<file path="config.mk">
export PLATFORM = sky130hd
export DESIGN_NAME = slot_index_arbiter
export DESIGN_NICKNAME = d
export VERILOG_FILES = /design/src/rtl/slot_index_arbiter.sv
export SDC_FILE = /design/constraint.sdc
export NUM_CORES = 1
export LEC_CHECK = 0
export ABC_AREA = 1
export CORE_MARGIN = 4
export CORE_UTILIZATION = 40
export CTS_CLUSTER_DIAMETER = 40
export DETAILED_ROUTE_END_ITERATION = 8
export GPL_TIMING_DRIVEN = 1
export SYNTH_ARGS = -nofsm -noshare
export SYNTH_HDL_FRONTEND = slang
export SYNTH_SLANG_ARGS = --single-unit
export TNS_END_PERCENT = 100
</file>
<file path="constraint.sdc">
create_clock -name clk -period 7.4 [get_ports clk]
set_clock_uncertainty 0.05 [all_clocks]
set_input_delay 1.48 -clock clk [delete_from_list [all_inputs] [get_ports clk]]
set_output_delay 1.48 -clock clk [all_outputs]
set_load 0.005 [all_outputs]
</file>
<file path="src/rtl/slot_index_arbiter.sv">
// -----------------------------------------------------------------------------
// slot_index_arbiter
//   Two requesters share one sign-extend + add + modulo datapath. A request is
//   an 8-bit unsigned base pointer plus a 4-bit signed offset. The sum is
//   reduced into [0, MOD-1] by adding or subtracting MOD, one step per cycle.
//   The arbiter is round-robin, and both sides use valid/ready handshakes.
//
// Ports
//   clk, reset              single rising-edge clock, synchronous active-high reset
//   req0_valid/ready/ptr/off requester 0 handshake and payload
//   req1_valid/ready/ptr/off requester 1 handshake and payload
//   rsp_valid/ready         result handshake
//   rsp_id                  requester the result belongs to
//   rsp_slot                (ptr + sext(off)) mod MOD
//   busy                    high whenever a job is in flight
// -----------------------------------------------------------------------------
module slot_index_arbiter #(
  parameter int MOD    = 8,
  parameter int SLOT_W = 3
) (
  input  logic              clk,
  input  logic              reset,
  input  logic              req0_valid,
  output logic              req0_ready,
  input  logic [7:0]        req0_ptr,
  input  logic [3:0]        req0_off,
  input  logic              req1_valid,
  output logic              req1_ready,
  input  logic [7:0]        req1_ptr,
  input  logic [3:0]        req1_off,
  output logic              rsp_valid,
  input  logic              rsp_ready,
  output logic              rsp_id,
  output logic [SLOT_W-1:0] rsp_slot,
  output logic              busy
);

  typedef enum logic [1:0] {IDLE, REDUCE, DONE} state_t;

  localparam logic signed [12:0] MOD_S = 13'(MOD);

  state_t             state, next_state;
  logic signed [12:0] acc;
  logic               job_id;
  logic               last_grant;
  logic               grant0, grant1;
  logic               accept;
  logic               in_range;
  logic [7:0]         sel_ptr;
  logic [3:0]         sel_off;

  // On a tie the requester that did not win last time is granted.
  always_comb begin
    grant0   = req0_valid & (~req1_valid | last_grant);
    grant1   = req1_valid & (~req0_valid | ~last_grant);
    accept   = (state == IDLE) & (grant0 | grant1);
    sel_ptr  = grant1 ? req1_ptr : req0_ptr;
    sel_off  = grant1 ? req1_off : req0_off;
    in_range = (acc >= 13'sd0) && (acc < MOD_S);
  end

  // State register
  always_ff @(posedge clk) begin
    // NOTE: sequential state uses non-blocking assignments so that every
    // register samples pre-edge values regardless of process ordering.
    if (reset) state <= IDLE;
    else       state <= next_state;
  end

  // Next-state logic
  always_comb begin
    // NOTE: default assignment first so no path through the case leaves
    // next_state unassigned, which would infer a latch.
    next_state = state;
    case (state)
      IDLE:    if (accept)                next_state = REDUCE;
      REDUCE:  if (in_range)              next_state = DONE;
      DONE:    if (rsp_ready)             next_state = IDLE;
      default:                            next_state = IDLE;
    endcase
  end

  // Output logic
  always_comb begin
    req0_ready = (state == IDLE) & grant0;
    req1_ready = (state == IDLE) & grant1;
    rsp_valid  = (state == DONE);
    busy       = (state != IDLE);
  end

  // Datapath: job capture, iterative modulo correction, result registers.
  always_ff @(posedge clk) begin
    if (reset) begin
      acc        <= '0;
      job_id     <= 1'b0;
      last_grant <= 1'b1;
      rsp_slot   <= '0;
      rsp_id     <= 1'b0;
    end else begin
      case (state)
        IDLE: begin
          if (accept) begin
            job_id     <= grant1;
            last_grant <= grant1;
            // Zero-extended pointer plus sign-extended offset; the 13-bit
            // two's-complement result covers -8..262.
            acc        <= {5'b0, sel_ptr} + {{9{sel_off[3]}}, sel_off};
          end
        end
        REDUCE: begin
          if (acc < 13'sd0)       acc <= acc + MOD_S;
          else if (acc >= MOD_S)  acc <= acc - MOD_S;
          else begin
            rsp_slot <= acc[SLOT_W-1:0];
            rsp_id   <= job_id;
          end
        end
        default: ;
      endcase
    end
  end

endmodule

</file>
==> impl_metrics.csv <==
group,metric,value,unit
outcome,outcome,"completed",
routing,wl,4460,um
pwr,p_sw_share,44.3,%
yosys,netlist_area,0.00183,mm2
yosys,yosysWarnings,0,
clocking,post_cts_resize_count,0,
placed_design,pre_cts_slack,2.89,ns
setup_path,reg2reg_from,"last_grant$_SDFFE_PP1P_",
yosys,synth_most_common_cell,"nand2_1",
timing,slew_headroom,36.2,%
timing,finalHoldWorstSlack,0.427,ns
timing,layout_min_cycle_time,4.50,ns
timing,finalSetupViolCount,0,
clocking,post_cts_buffers,0,
setup_path,worst-setup-path-type,"in2out",
global_route,grt_overflow,0,
die,fp.coreArea,0.00438,mm2
yosys,yosys-top-cells-area,"dfxtp_1, nand2_1, inv_1",
global_route,grt_pass1_vias,1675,
setup_path,cp.required,5.87,ns
yosys,synthFlopType,"dfxtp_1",
clocking,ctsLongestPathBuffers,2,
yosys,synth_edf_count,0,
pwr,vdd_drop_max,0.000135,V
routing,wl_per_cell,11.5,um
yosys,syn_nets,340,
clocking,clkTransAtPathRegs,0.08,ns
timing,drv_slew,0,
pwr,p_leak,1.11,nW
routing,drt_pass1_iterations,4,
routing,drc,0,
layout,final_net_count,375,
setup_path,crit_fanout,17,
yosys,syn_avg_cell_area,6.09,um2
routing,vias_per_cell,4.96,
setup_path,critical_path.startpoint,"req1_valid",
die,start_util,41.8,%
timing,tightest_slew,0.953,ns
yosys,async_flop_share,0,%
die,die_w,75.7,um
placed_design,port_buffers,36,
timing,rsz0062_at_grt,"false",
setup_path,start_kind,"primary input",
timing,max_freq,222,MHz
global_route,gr-usage-all-layers,17.0,%
worst_hold_path,hold_start,"job_id$_SDFFE_PP0P_",
placed_design,hpwl,3470,um
die,die_area,0.00573,mm2
pwr,power_switching,0.219,mW
die,rows,24,
clocking,htreeDepth,1,
clocking,cts_tree,"built",
pwr,p_int,0.276,mW
timing,fin_crit_sh,60.8,%
yosys,synth_area_leader_cell,"dfxtp_1",
layout,syn2layout_area_growth,23.4,%
global_route,grt_max_degree,18,
layout,n_antenna_cell,0,
yosys,synth.distinct_cells,35,
global_route,antenna_found_initial,0,
yosys,yosysTopAreaCellShare,22.9,%
pwr,comb_power_share,50.5,%
routing,antenna_left,0,
yosys,ys_ff_latch,21,
setup_path,cp_data_arrival_time,2.97,ns
layout,drive_above_1_share,7.46,%
pwr,clkPwrFrac,16.4,%
placed_design,place_congestion,0.818,
pwr,p_per_area,219,mW/mm2
clocking,cts.sinks,21,
pwr,total_power,0.495,mW
job,max_cap_viol_count,0,
yosys,synth_cells,301,
worst_hold_path,hold_class,"reg2reg",
yosys,ys_seq_area_share,22.9,%
clocking,cts-root-buf,"clkbuf_8",
clocking,cts_buffers,3,
routing,dr_total_vias,1918,
yosys,synth_commonest_cells,"nand2_1, inv_1, nor2_1",
pwr,power_frac_seq,33.1,%
global_route,grt_pass1_wl,7590,um
timing,worst_slack,2.90,ns
routing,drtIter0Drc,128,
timing,tns,0,ns
die,io_pins,37,
clocking,ctsHoldBuffers,0,
clocking,clk_latency,0.27,ns
timing,finalHoldViolations,0,
die,fp.dieH,75.7,um
setup_path,crit_path_end_kind,"output port",
-- worst paths after layout --
check,slack [ns],end,cells after the start
setup / recovery,2.90,req1_ready,4
hold / removal,0.43,job_id$_SDFFE_PP0P_,2
setup reg to reg,5.04,acc[12]$_SDFFE_PP0P_,17
hold reg to reg,0.43,job_id$_SDFFE_PP0P_,2
-- cell type report --
class	count	area [um2]
tap	52	65.1
timing repair buffer	36	360
multi-input combinational	229	1200
clock buffer	3	41.3
fill	470	2120
clock inverter	1	7.51
inverter	45	171
sequential	21	420
-- state kept, by name (all words and copies together) (netlist names) --
| signal | flops |
|---|---|
| state | 2 |
| last_grant | 1 |
| acc | 13 |
| job_id | 1 |
| rsp_slot | 3 |
| rsp_id | 1 |
-- routing by layer --
layer	global-route usage (%)	vias to the layer above	wire length, um
li1	-	1042	-
met1	23.8	841	2210
met2	27.7	30	2050
met3	3.30	5	173
met4	2.33	0	24
met5	0	-	0
-- metrics by stage --
stage                     instances  area (um2)  util, %
after floorplan                 301        1830        -
after global placement          383        2210     50.5
after detailed placement        383        2210     50.5
after CTS                       387        2260     51.6
after global routing            387        2260     51.6
final                           387        2260     51.6
-- cell families after synthesis --
group	after synthesis	share of synthesized area, %
DFF	21	22.9
adders and majority gates	10	7.23
and+or+nand+nor	151	37.6
xor gates and xnor gates	4	1.91
buffers and inverters	51	11.8
AOI/OAI and AO/OA	64	18.6
-- critical path: stages --
cell             delay, ns
clkdlybuf4s50_1       0.63
nand2_4               0.18
nor2_1                0.16
clkdlybuf4s50_1       0.52
-- cells in the final DEF (no fill, tap or decap), types with 2 or more instances in the layout --
cell and n:
nand2_2 6, nor2_1 33, o21ai_0 27, nand2_4 3, ha_1 9, clkdlybuf4s50_1 36
o21ai_1 2, nand2_1 75, nand3b_1 2, nor2_2 3, nand3_1 18, clkbuf_8 3
a21oi_2 2, nand4_1 2, a211oi_1 2, dfxtp_1 21, nand3_2 3, a21oi_1 27
inv_1 43, xor2_1 3, o22ai_1 2
-- power by group through the flow --
stage | logic, mW | registers (mW) | clock network, mW
after floorplan | 0.194 | 0.157 | 0
after global placement | 0.249 | 0.166 | 0
after detailed placement | 0.250 | 0.166 | 0
after CTS | 0.252 | 0.163 | 0.0844
after global routing | 0.288 | 0.168 | 0.0867
final | 0.250 | 0.164 | 0.0811
Power figures use the tool's default switching activity.
==> RTL edit 1: new RTL, same flow settings <==
Encoding of `state_t`: now one-hot (3 bits for 3 states).
--- a/src/rtl/slot_index_arbiter.sv
+++ b/src/rtl/slot_index_arbiter.sv
@@ -35,7 +35,7 @@
   output logic              busy
 );
 
-  typedef enum logic [1:0] {IDLE, REDUCE, DONE} state_t;
+  typedef enum logic [2:0] {IDLE = 3'b001, REDUCE = 3'b010, DONE = 3'b100} state_t;
 
   localparam logic signed [12:0] MOD_S = 13'(MOD);
 
Formal check against the unedited RTL: no difference found for any inputs over 10 cycles, from zero or initial values and one cycle with reset high; not proved beyond that.
==> RTL edit 1 against the unedited design <==
  * Worst setup slack got worse by 110 ps
  * Sequential cell count increased by 1
  * Fmax decreased by 2.4%
  * Routed wire length increased by 7.3%
  * Total power increased by 29%
  * Core utilization increased by 1.4 points
  * Synthesized area increased by 4.0%
  * Design area increased by 4.9%
  * Critical path depth unchanged
  * Largest cell class unchanged
==> RTL edit 1: results (changes against the unedited design) <==
Status
  – Run status: complete, no violations (unchanged)

GRT
  – Global-route wire length before repair: 8293 µm (was 7590 µm)
  – Number of global-route vias before repair: 1861 (was 1675)
  – Largest net degree at the start of global routing: 18 (unchanged)
  – GRT Total Usage: 16.31% (was 16.96%)

Drt
  – Drt wl/cell: 12.05 µm (was 11.51 µm)
  – Vias per Instance: 5.073 (was 4.956)
  – First DRT Iteration DRCs: 83 (was 128)

Layout
  – Largest register FFs: 13 (unchanged)
  – Share of layout cells above drive strength 1: 6.667% (was 7.463%)
  – Top Registers: acc (13), rsp_slot (3), state (3) (was acc (13), rsp_slot (3), state (2))
  – Fin cells: 397 (was 387)
  – Fill cells: 447 (was 470)

Setup path
  – Max incr delay on CP: 660 ps (was 630 ps)
  – Critical Path Slowest Stage Cell: clkdlybuf4s50_1 (unchanged)
  – Critical path data arrival time: 3080 ps (was 2970 ps)
  – Max FO, Critical Path: 17 (unchanged)

Place
  – HPWL after DPL: 3795 µm (was 3471 µm)
  – RePlAce Congestion: 0.8883 (was 0.8182)
  – Placed Instances: 393 (was 383)

Logic synthesis
  – Post-synth cell types: 34 (was 35)
  – Syn Nets: 350 (was 340)
  – Post-Synth Adder-Cell Area: 6.955% (was 7.231%)
  – Sequential area share after synthesis: 23.10% (was 22.92%)
  – Compound-Gate Fraction of Synth Area: 19.36% (was 18.55%)
  – Post-Synthesis Cells: 311 (was 301)
  – Post-synthesis mux area share: 0% (unchanged)
  – Synth top area cells: dfxtp_1 (23%), nand2_1 (14%), inv_1 (8.5%), a21oi_1 (7.6%), nor2_1 (6.3%) (was dfxtp_1 (23%), nand2_1 (15%), inv_1 (8.8%), a21oi_1 (7.4%), o21ai_0 (7.4%))
  – Most frequent cells after synthesis: nand2_1 (73), inv_1 (43), nor2_1 (32), a21oi_1 (29), nand3_1 (23) (was nand2_1 (75), inv_1 (43), nor2_1 (33), a21oi_1 (27), o21ai_0 (27))
  – Xor/xnor cell area share of the yosys netlist: 0.9186% (was 1.910%)

Power and ir drop
  – Maximum vdd drop: 0.08171 mV (was 0.1352 mV)
  – Leak: 1.146 nW (was 1.110 nW)

Hold path
  – Hold/Removal Path Class: flip-flop to flip-flop (unchanged)

STA
  – Actual slew at the worst max-slew pin: 478.1 ps (was 953.4 ps)

Clocking
  – CTS Buf Count: 3 (unchanged)
[RTL edit 1: cell count changes in the layout (fill, tap and decap cells not counted), sizes merged, moves of 3 or more]
cell / change
o31ai: +3
nor3: +4
nand2: -5
nand4: +3
nand3: +5
[RTL edit 1: metal layers]
layer / wire length (µm) / GRT usage, % / share of wire [%] / vias to the layer above
li1: - / - / - / 1093
met1: 2295 / 21.24 / 48 / 879
met2: 2272 / 28.83 / 48 / 38
met3: 162 / 1.756 / 3.4 / 4
met4: 52 / 3.737 / 1.1 / 0
met5: 0 / 0 / 0 / -
[RTL edit 1: power breakdown]
part	total (mW)	internal (mW)	switching [mW]
logic	0.334	0.129	0.205
clock network	0.112	0.0722	0.0400
registers	0.191	0.152	0.0389
total	0.638	0.354	0.284
[RTL edit 1: worst paths after layout]
| kind | slack (ps) | startpoint | cells past startpoint | to |
|---|---|---|---|---|
| max | 2790 | req1_valid | 4 | req1_ready |
| max reg2reg | 4780 | last_grant | 17 | acc[12] |
| min reg2reg | 420 | acc[1] | 2 | acc[1] |
| min | 420 | acc[1] | 2 | acc[1] |
[RTL edit 1: final cells by class]
type                    count  area, µm²  share of cell area [%]
multi-input cells         237       1260                   53.08
flip-flops and latches     22      440.4                   18.56
repair buffers             37      367.9                   15.50
inverters                  45      168.9                   7.116
well taps                  52      65.06                   2.741
clock buffers               3      41.29                   1.740
clock inverters             1      30.03                   1.265
[RTL edit 1: kinds of logic after synthesis]
kind of cell    Yosys count
fa+ha+maj                10
flops                    22
simple gates            157
xor+xnor                  2
buf+inv                  52
compound gates           68
[RTL edit 1: critical path, delay by kind of cell]
kind / cells / cell delay, ps
simple gates: 2 / 400
buf+inv: 2 / 1200
[RTL edit 1: stage by stage]
| step | setup slack (ps) | util (%) | area [µm²] | hold slack (ps) |
|---|---|---|---|---|
| floorplan | 3881 | - | 1907 | 387.8 |
| global placement | 2826 | 51.45 | 2302 | 403.9 |
| detailed placement | 2782 | 51.45 | 2302 | 406.7 |
| CTS | 2784 | 53.05 | 2374 | 419.8 |
| global route | 2693 | 53.05 | 2374 | 456.7 |
| finish | 2786 | 53.05 | 2374 | 417.9 |
==> RTL edit 2: new RTL, same flow settings <==
Made on the original files. Change the parameter `SLOT_W` from 3 to 2.
--- a/src/rtl/slot_index_arbiter.sv
+++ b/src/rtl/slot_index_arbiter.sv
@@ -16,7 +16,7 @@
 // -----------------------------------------------------------------------------
 module slot_index_arbiter #(
   parameter int MOD    = 8,
-  parameter int SLOT_W = 3
+  parameter int SLOT_W = 2
 ) (
   input  logic              clk,
   input  logic              reset,
Interface: changed (resized rsp_slot); port bits go from 37 to 36. The function was not compared with the original's and may differ.
==> RTL edit 2 against the unedited design <==
  * Worst setup slack worse by 97 ps
  * Synthesized area is 2.9% higher
  * Routed wire length grew 1.8%
  * Design area up 2.1%
  * Non-clock buffer count shrank 1
  * Total power rose by 1.7%
  * Synthesized cell count grew 3.0%
  * Sequential cell count shrank 1
  * Highest routed layer unchanged
  * Combinational power is 6% lower
==> RTL edit 2: results (changes against the unedited design) <==
Layout
  – Share of layout cells above drive strength 1: 8.235% (was 7.463%)
  – Antenna diode count: 0 (unchanged)
  – Top Registers: acc (13), rsp_slot (2), state (2) (was acc (13), rsp_slot (3), state (2))
  – Nets@finish: 380 (was 375)

Hold path
  – Hold/Removal Path Class: flip-flop to flip-flop (unchanged)

Power and ir drop
  – Maximum vdd drop: 0.07942 mV (was 0.1352 mV)
  – Leak: 1.126 nW (was 1.110 nW)

Place
  – HPWL after DPL: 3575 µm (was 3471 µm)
  – Setup WS pre-CTS: 2783 ps (was 2891 ps)
  – Port-buffer cells: 35 (was 36)
  – RePlAce Congestion: 0.8014 (was 0.8182)

Logic synthesis
  – Sequential area share after synthesis: 21.22% (was 22.92%)
  – Syn. warnings: 0 (unchanged)
  – Main synth FF type: dfxtp_1 (unchanged)
  – Post-synth cell types: 36 (was 35)
  – Most frequent cells after synthesis: nand2_1 (93), inv_1 (40), a21oi_1 (29), nor2_1 (28), dfxtp_1 (20) (was nand2_1 (75), inv_1 (43), nor2_1 (33), a21oi_1 (27), o21ai_0 (27))
  – Async set-reset flop share out of synthesis: 0% (unchanged)
  – Syn Nets: 349 (was 340)
  – Synth top area cells: dfxtp_1 (21%), nand2_1 (19%), inv_1 (8.0%), a21oi_1 (7.7%), ha_1 (6.0%) (was dfxtp_1 (23%), nand2_1 (15%), inv_1 (8.8%), a21oi_1 (7.4%), o21ai_0 (7.4%))

Drt
  – First DRT Iteration DRCs: 128 (unchanged)
  – Vias per Instance: 4.895 (was 4.956)
  – Detailed-route wire length: 4536 µm (was 4456 µm)
  – Drt first pass iters: 4 (unchanged)

STA
  – Slew HR: 50.32% (was 36.20%)

Clocking
  – Buffer depth of the longest clock path: 2 (unchanged)
  – Root Buffer: clkbuf_8 (unchanged)
  – CTS Buf Count: 3 (unchanged)
  – Gates resized, CTS repair: 0 (unchanged)
  – # H-tree levels: 1 (unchanged)
  – Latest clock arrival within the worst-skew pair: 260 ps
  – Post-CTS Setup Inserts: 0 (unchanged)
  – Worst-path clk slew: 80 ps (about the same)

GRT
  – Largest net degree at the start of global routing: 21 (was 18)
  – GRT Total Usage: 15.73% (was 16.96%)
  – Global-route wire length before repair: 7831 µm (was 7590 µm)
  – Number of global-route vias before repair: 1743 (was 1675)
  – Initial antenna violation count: 0 (unchanged)

Setup path
  – Critical Path Slowest Stage Cell: clkdlybuf4s50_1 (unchanged)
  – Critical path data arrival time: 3070 ps (was 2970 ps)
  – Max incr delay on CP: 710 ps (was 630 ps)
  – Max FO, Critical Path: 17 (unchanged)

Status
  – Run status: complete, no violations (unchanged)
RTL edit 2: cell types whose count changed in the layout (fill, tap and decap cells not counted), sizes merged, moves of 2 or more:
cell	unedited run	this run
nand2	84	103
o21ai	29	19
nand4	3	7
nor2	36	32
a211oi	2	0
inv	44	42
nor3	2	4
RTL edit 2: path summary, 6_finish.rpt:
check                                  end  depth (start not counted)  slack, ps        from
worst max-delay path            req1_ready                          4       2800  req1_valid
worst min-delay path                job_id                          2        420      job_id
worst max register to register      acc[9]                         17       5070  last_grant
worst min register to register      job_id                          2        420      job_id
RTL edit 2: power breakdown:
group	total [mW]	leakage, nW	switching (mW)	internal (mW)
clock network	0.113	0.0357	0.0408	0.0722
registers	0.156	0.165	0.0278	0.128
logic	0.234	0.925	0.140	0.0942
RTL edit 2: cells by family after synthesis:
logic type | Yosys count | synth area share, %
adders and majority gates | 10 | 7.029
AOI/OAI and AO/OA | 54 | 15.12
buffers and inverters | 51 | 11.94
xor gates and xnor gates | 4 | 1.857
and+or+nand+nor | 171 | 42.84
DFF | 20 | 21.22
RTL edit 2: metal layers:
layer | share of wire [%] | up-vias | wire length [µm] | track usage (%)
li1 | - | 1058 | - | -
met1 | 50 | 818 | 2262 | 20.71
met2 | 45 | 39 | 2042 | 27.26
met3 | 4.2 | 4 | 189 | 1.756
met4 | 0.88 | 0 | 40 | 3.804
met5 | 0 | - | 0 | 0
RTL edit 2: layout make-up:
class	instances	area, µm²
fill	489	2163
tap	52	65.06
clock buffer	3	41.29
sequential	20	400.4
clock inverter	1	30.03
inverter	42	162.7
timing repair buffer	35	350.3
multi-input combinational	239	1261
RTL edit 2: critical path, delay by kind of cell:
| family | cells | cell delay, ps |
|---|---|---|
| buffers and inverters | 2 | 1240 |
| AND/OR/NAND/NOR | 2 | 350 |
RTL edit 2: through the flow:
stage	utilization [%]	cell area, µm²	cells	hold WS, ps
3_5_place_dp	50.06	2240	388	411.1
4_1_cts	51.65	2311	392	422.3
6_report	51.65	2311	392	420.8
3_3_place_gp	50.06	2240	388	399.2
2_1_floorplan	-	1887	310	381.7
5_1_grt	51.65	2311	392	450.0
